`src/rtl/path_reader.sv`:
```
// Drains a replay-ordered location stack and turns each adjacent step between
// consecutive locations into a 2-bit move command on a valid/ready handshake.
module path_reader #(
  parameter int COORD_W = 4,
  parameter int CNT_W   = 8
) (
  input  logic                 clk,
  input  logic                 rst,
  input  logic                 start,
  input  logic [2*COORD_W-1:0] locIn,
  input  logic                 empStck,
  output logic                 pop,
  output logic [1:0]           dirOut,
  output logic                 dirValid,
  input  logic                 dirReady,
  output logic                 busy,
  output logic                 finished,
  output logic                 error,
  output logic [CNT_W-1:0]     stepCount
);

  localparam int LOC_W = 2 * COORD_W;
  localparam logic [COORD_W:0] ONE_C = (COORD_W+1)'(1);
  localparam logic [CNT_W-1:0] ONE_N = CNT_W'(1);

  typedef enum logic [2:0] {
    S_IDLE,
    S_CHECK,
    S_FETCH,
    S_EMIT,
    S_DONE
  } state_t;

  state_t             state_q, state_d;
  logic [LOC_W-1:0]   prev_q, prev_d;
  logic [LOC_W-1:0]   cur_q, cur_d;
  logic               first_q, first_d;
  logic [1:0]         dir_q, dir_d;
  logic               valid_q, valid_d;
  logic               error_q, error_d;
  logic [CNT_W-1:0]   cnt_q, cnt_d;
  logic               busy_q, busy_d;
  logic               finished_q, finished_d;

  // Coordinates widened by one bit so +1 never wraps (15 -> 0 is not adjacent).
  logic [COORD_W:0] x_c, y_c, x_p, y_p;
  logic             same_x, same_y;
  logic             step_xp, step_xm, step_yp, step_ym;

  always_comb begin
    x_c     = {1'b0, locIn[LOC_W-1:COORD_W]};
    y_c     = {1'b0, locIn[COORD_W-1:0]};
    x_p     = {1'b0, prev_q[LOC_W-1:COORD_W]};
    y_p     = {1'b0, prev_q[COORD_W-1:0]};
    same_x  = (x_c == x_p);
    same_y  = (y_c == y_p);
    step_xp = same_y && (x_c == x_p + ONE_C);
    step_xm = same_y && (x_p == x_c + ONE_C);
    step_yp = same_x && (y_c == y_p + ONE_C);
    step_ym = same_x && (y_p == y_c + ONE_C);
  end

  always_comb begin
    state_d = state_q;
    prev_d  = prev_q;
    cur_d   = cur_q;
    first_d = first_q;
    dir_d   = dir_q;
    valid_d = valid_q;
    error_d = error_q;
    cnt_d   = cnt_q;
    unique case (state_q)
      S_IDLE, S_DONE: begin
        if (start) begin
          state_d = S_CHECK;
          error_d = 1'b0;
          cnt_d   = '0;
          first_d = 1'b1;
        end
      end
      S_CHECK: state_d = empStck ? S_DONE : S_FETCH;
      S_FETCH: begin
        cur_d = locIn;
        if (first_q) begin
          prev_d  = locIn;
          first_d = 1'b0;
          state_d = S_CHECK;
        end else if (locIn == prev_q) begin
          state_d = S_CHECK;
        end else if (step_xp || step_xm || step_yp || step_ym) begin
          if (step_xp)      dir_d = 2'b00;
          else if (step_xm) dir_d = 2'b01;
          else if (step_yp) dir_d = 2'b10;
          else              dir_d = 2'b11;
          valid_d = 1'b1;
          state_d = S_EMIT;
        end else begin
          error_d = 1'b1;
          state_d = S_DONE;
        end
      end
      S_EMIT: begin
        if (dirReady) begin
          prev_d  = cur_q;
          cnt_d   = (cnt_q == '1) ? cnt_q : cnt_q + ONE_N;
          valid_d = 1'b0;
          state_d = S_CHECK;
        end
      end
      default: state_d = S_IDLE;
    endcase
    busy_d     = (state_d == S_CHECK) || (state_d == S_FETCH) || (state_d == S_EMIT);
    finished_d = (state_d == S_DONE);
  end

  always_ff @(posedge clk or negedge rst) begin
    if (!rst) begin
      state_q    <= S_IDLE;
      prev_q     <= '0;
      cur_q      <= '0;
      first_q    <= 1'b1;
      dir_q      <= '0;
      valid_q    <= 1'b0;
      error_q    <= 1'b0;
      cnt_q      <= '0;
      busy_q     <= 1'b0;
      finished_q <= 1'b0;
    end else begin
      state_q    <= state_d;
      prev_q     <= prev_d;
      cur_q      <= cur_d;
      first_q    <= first_d;
      dir_q      <= dir_d;
      valid_q    <= valid_d;
      error_q    <= error_d;
      cnt_q      <= cnt_d;
      busy_q     <= busy_d;
      finished_q <= finished_d;
    end
  end

  // Pop must land in the CHECK cycle itself so data arrives in FETCH.
  assign pop       = (state_q == S_CHECK) && !empStck;
  assign dirOut    = dir_q;
  assign dirValid  = valid_q;
  assign busy      = busy_q;
  assign finished  = finished_q;
  assign error     = error_q;
  assign stepCount = cnt_q;

endmodule

```
`config.mk`:
```
export PLATFORM = sky130hd
export DESIGN_NAME = path_reader
export DESIGN_NICKNAME = d
export VERILOG_FILES = /design/src/rtl/path_reader.sv
export SDC_FILE = /design/constraint.sdc
export NUM_CORES = 1
export LEC_CHECK = 0
export ABC_AREA = 0
export BUFFER_PORTS_ARGS = -buffer_cell sky130_fd_sc_hd__buf_4
export CORE_MARGIN = 4
export CORE_UTILIZATION = 40
export CTS_CLUSTER_SIZE = 30
export DETAILED_ROUTE_END_ITERATION = 6
export PLACE_DENSITY_LB_ADDON = 0.08
export SLEW_MARGIN = 40
export SYNTH_ARGS = -nofsm -noshare
export SYNTH_HDL_FRONTEND = slang
export SYNTH_SLANG_ARGS = --single-unit
```
`constraint.sdc`:
```
create_clock -name clk -period 3 [get_ports clk]
set_clock_uncertainty 0.15 [all_clocks]
set_input_delay 0.45 -clock clk [delete_from_list [all_inputs] [get_ports clk]]
set_output_delay 0.45 -clock clk [all_outputs]
set_load 0.05 [all_outputs]
```
Word-level counts from Yosys, hierarchy flattened

Cells that the tools add are included.

Bits in registers: 34
Input port bits: 13
Word-level logic and storage cells: 92
Output and inout port bits: 15

Equal/unequal tests: 24
Bitwise logic cells: 2
Reduce and logical (&&, ||, !) cells: 22
Add/sub/neg operators: 5
Mux-type cells: 29

Operator list:

| operator              | number |
|---|---|
| $mux W8               | 5 |
| $pmux W8 S2           | 2 |
| $add A4 B1 Y5 const B | 4 |
| $eq A4 B5 Y1          | 4 |
| $mux W3               | 6 |
| $ne A2 B2 Y1 const B  | 8 |
| $eq A3 B2 Y1 const B  | 4 |
| $pmux W3 S4           | 1 |
| $mux W1               | 10 |
| $reduce_and A5 Y1     | 2 |
| $add A8 B1 Y8 const B | 1 |
| $eq A4 B4 Y1          | 2 |
| $eq A8 B8 Y1          | 1 |
| $eq A8 B8 Y1 const B  | 1 |
| $reduce_and A4 Y1     | 2 |
| $eq A3 B1 Y1 const B  | 2 |
| $eq A3 B3 Y1 const B  | 2 |
| $pmux W1 S2           | 3 |
| $reduce_bool A2 Y1    | 3 |
| $logic_and A1 B1 Y1   | 5 |
| $logic_or A1 B1 Y1    | 5 |
| $mux W2               | 2 |
| $logic_not A3 Y1      | 1 |
| $reduce_and A3 Y1     | 1 |
| 4 further kinds       | 5 |

Logic depth before layout (Yosys ltp)

Word-level depth: 13
Gate-level depth with buffers: 8
Mapped depth without buffers: 7

Worst setup path after synthesis

Ideal clock, no wire load.

Path type: reg2out
Start point: reg state_q[0]
End point: out pop
Data required time: 2.400 ns
Stages on the path, launching flop included: 4
Path slack: 0.102 ns
Buffers on the path: 1
Arrival: 2.298 ns
Cell sequence: dfrtp_1 clkbuf_1 inv_1 nor4_1

Cells in the longest elaborated chain, start to end: 2

RTL lines:

| item                   | line | source |
|---|---|---|
| from (decl)            | 34   | `state_t state_q, state_d;` |
| from (signal assigned) | 129  | `state_q <= state_d;` |
| $eq A3 B1 Y1           | 143  | `assign pop = (state_q == S_CHECK) && !empStck;` |
| $logic_and A1 B1 Y1    | 143  |  |
| to (decl)              | 12   | `output logic pop,` |

Every way passes these cells.

Worst setup path in the final report

Start point: reg prev_q[2]
End point: reg valid_q, in the netlist dirValid

Cells in the longest elaborated chain, start to end: 7
Elaborated cells between the ends (all ways): 15
Classes of those cells: add/sub (1); eq/ne (6); reduce/logical (8)

RTL lines:

| item                                                             | line   | source |
|---|---|---|
| from (decl)                                                      | 35     | `logic [LOC_W-1:0] prev_q, prev_d;` |
| from (signal assigned)                                           | 130    | `prev_q <= prev_d;` |
| $add A4 B1 Y5 / $eq A4 B4 Y1 (equally long branches)             | 59, 56 |  |
| $eq A4 B5 Y1 (tied with other cells)                             | 59     | `step_yp = same_x && (y_c == y_p + ONE_C);` |
| $logic_and A1 B1 Y1 / $logic_or A1 B1 Y1 (equally long branches) | 59, 90 |  |
| $logic_or A1 B1 Y1 (2 in series)                                 | 90     | `end else if (step_xp \|\| step_xm \|\| step_yp \|\| step_ym) begin` |
| $ne A2 B2 Y1 (no source line)                                    | --     |  |
| $reduce_and A5 Y1 (no source line) *                             | --     |  |
| to (signal assigned)                                             | 134    | `valid_q <= valid_d;` |
| to (decl)                                                        | 39     | `logic valid_q, valid_d;` |

Mark *: on every way between the ends. The rest lies on a longest branch, timed or not.
A chain may end at the register's enable or synchronous reset.

==> results by group <==
Power and ir drop
  • Pwr dens: just over 800 nW/um^2
  • Maximum vdd drop: around 0.00036 V
  • Leak pwr: approximately 1.1 nW

Worst setup path
  • Crit path cell chain: xor2_1 > nor4b_4 > nand2_2 > nor4_4 > nor3_2 > o41ai_2
  • Worst setup SP type: register
  • Crit path largest cell delay: between 0.4 and 0.5 ns
  • Setup Crit Path Kind: reg2reg
  • CP endpoint kind: register
  • Worst-path maximum fanout: 9
  • Critical path required time: between 3 and 4 ns
  • Critical-path top delay cell: dfrtp_1
  • CP Data Arrival Time: 2.25 ns

Job
  • Max-cap violations: 0

Clocking
  • Postcts setup bufs: 0
  • Post-cts resize count: 0
  • Clock Latency Late Sink: between 0.2 and 0.3 ns
  • Reg clk slew, reported paths: 0.07 ns
  • CTS Sinks: 34
  • Max clock buf depth: 2
  • # H-tree levels: 2
  • CTS Buf Count: 5
  • Clk root buf: clkbuf_8
  • # hold bufs at CTS: 1
  • CTS tree: yes

Finish
  • Fin area: 2390 um^2
  • Non-Filler Instances: around 300
  • # diodes: 0
  • Layout cells sized above 1: 0.235
  • Final net count: about 250
  • Syn-to-layout area delta: 17.8%

Timing
  • RSZ-0062 raised after global routing: no
  • F_max: 451 MHz
  • Slack of the critical path: roughly 0.78 ns
  • Slew @ Worst Pin: between 0.5 and 0.6 ns
  • Post-route setup TNS: 0 ns
  • Slew HR: 0.661
  • Hold Fails Final Rpt: 0
  • Count of final max-slew check failures: 0
  • Fin crit share: 0.739
  • # setup viols final: 0
  • Min cycle time layout: approximately 2.2 ns

Die
  • Vert. Die Dim: just under 80 um
  • Placement row count: 25
  • Initial core utilization: 0.421
  • Die Wd: between 70 and 80 um
  • Die area: between 6000 and 7000 um^2
  • Top Ports: 28
  • Core ar.: around 4800 um^2

Logic synthesis
  • Cells after Synth: 200
  • Syn nets: around 220
  • Synth unique cells: between 40 and 50
  • Yosys warning count: 0
  • Synthesized area: roughly 2000 um^2
  • Synthesized flop and latch total: 34
  • Syn avg cell area: 10.1 um^2
  • Register area share after synthesis: 0.421

Placement
  • GP Congestion: 0.861
  • Placed Instances: about 290
  • Port buffer count: 27
  • Place WS: between 0.6 and 0.7 ns
  • Post-DP Area: roughly 2300 um^2
  • HPWL after DPL: a little over 3000 um

Routing
  • Routed wl met3: approximately 200 um
  • Initial drt markers: 36
  • Routed len/inst: about 14 um
  • Pre-antenna DRT Iters: 4
  • Total number of vias: between 1,500 and 2,000
  • Met1 WL: roughly 1900 um
  • Detail-routed via count per cell: 5.20
  • Met2 WL post-DR: 2040 um
  • Top routing layer in use: met4
  • Number of routed nets with antenna violations: 0
  • Remaining DRCs: 0
  • Final wirelength: 4140 um

GRT
  • Largest net degree at the start of global routing: 35
  • Vias in the first global route: around 1,600
  • Initial antenna violation count: 0
  • GR Overflow Total: 0
  • First-pass GRT wire length: approximately 7500 um
  • Total track usage: 0.152

Min path
  • Hold Crit Class: in2reg

Status
  • Outcome: complete, no violations
[per-layer routing]
layer  vias to the layer above  GRT usage
met5                         -          0
met4                         0     0.0412
li1                        773          -
met1                       735      0.184
met2                        29      0.264
met3                         6     0.0408
[kinds of logic after synthesis]
kind of cell / count (synthesis) / synth area share
AND/OR/NAND/NOR: 70 / 0.201
AO/OA/AOI/OAI: 37 / 0.116
flip-flops: 34 / 0.421
XOR/XNOR: 25 / 0.112
multiplexers: 17 / 0.0896
buffers and inverters: 12 / 0.0303
adder cells (fa/ha/maj): 5 / 0.0309
[report_power, final]
part | switching (mW) | internal (mW) | total (mW)
Sequential | 0.166 | 0.614 | 0.780
Combinational | 0.469 | 0.357 | 0.826
Clock | 0.161 | 0.185 | 0.346
Total | 0.796 | 1.16 | 1.95
[worst max-delay path, delay by kind of cell, from the launching register on]
family          cells  cell delay, ns
simple gates        4            1.00
flops               1            0.49
compound gates      1            0.27
xor+xnor            1            0.21
[Yosys cell counts]
cell       instances  area (um^2)
a21o_1             1         7.51
a21oi_1            5         25.0
a41oi_1            1         8.76
and2_0             1         6.26
and3_1             1         6.26
and4_1             1         8.76
buf_1              1         3.75
buf_2              1         5.00
buf_6              2         22.5
clkbuf_1           5         18.8
dfrtp_1           33          826
dfstp_2            1         26.3
ha_1               5         62.6
inv_1              3         11.3
mux2_2             9          101
mux2i_1            8         80.1
nand2_1           18         67.6
nand2_2            1         6.26
nand2b_1           2         12.5
nand3_1            7         35.0
nand3b_1           4         30.0
nand4_1            4         25.0
nand4bb_1          1         11.3
nor2_1            16         60.1
nor2b_1            1         6.26
nor3_1             2         10.0
nor3_2             1         10.0
nor3b_1            2         15.0
nor4_1             4         25.0
nor4_4             2         42.5
nor4b_4            1         23.8
o2111ai_1          1         8.76
o211ai_1           1         7.51
o21a_1             3         22.5
o21ai_0           17         85.1
o21ai_1            1         5.00
o22a_1             1         8.76
o22ai_1            2         12.5
o2bb2ai_1          3         26.3
o41ai_2            1         16.3
or3_1              1         6.26
xnor2_1            9         78.8
xnor2_2            1         16.3
xor2_1            15          131
[cells in the final DEF (no fill, tap or decap), types with 6 or more instances in the layout]
cell type	Yosys	final
o21ai_0	17	17
nand2_1	18	18
nand3_1	7	7
mux2_2	9	9
nor2_1	16	16
mux2i_1	8	8
buf_4	0	30
xnor2_1	9	9
clkbuf_8	0	6
dfrtp_1	33	33
xor2_1	15	15
[through the flow]
step / hold slack, ns / util / power, mW
after floorplan: 0.00441 / - / 1.42
after global placement: 0.270 / 0.474 / 1.59
after detailed placement: 0.275 / 0.474 / 1.62
after CTS: 0.279 / 0.495 / 1.98
after global routing: 0.280 / 0.495 / 2.11
final: 0.290 / 0.495 / 1.95
[registers in the layout (all words and copies together) (netlist names)]
register / cells
busy: 1
cur_q: 8
dirOut: 2
dirValid: 1
error: 1
finished: 1
first_q: 1
prev_q: 8
state_q: 3
stepCount: 8
[area by class of cell]
cell class	count	area (um^2)
clock buffers	7	86.3
clock inverters	1	5.00
fillers	478	2430
inverters	3	11.3
multi-input cells	154	1110
flip-flops and latches	34	852
well taps	67	83.8
repair buffers	31	235
[path summary, 6_finish.rpt]
kind	startpoint	end	slack (ns)	cells after the start
setup / recovery	prev_q[2]$_DFFE_PN0P_	dirValid$_DFFE_PN0P_	0.78	6
hold / removal	locIn[7]	cur_q[7]$_DFFE_PN0P_	0.29	2
setup reg to reg	prev_q[2]$_DFFE_PN0P_	dirValid$_DFFE_PN0P_	0.78	6
hold reg to reg	dirOut[0]$_DFFE_PN0P_	dirOut[0]$_DFFE_PN0P_	0.36	1
max in group asynchronous	rst	first_q$_DFFE_PN1P_	1.86	2
min in group asynchronous	rst	stepCount[5]$_DFFE_PN0P_	0.51	2
Note: power is estimated with default switching activity, not from simulation.
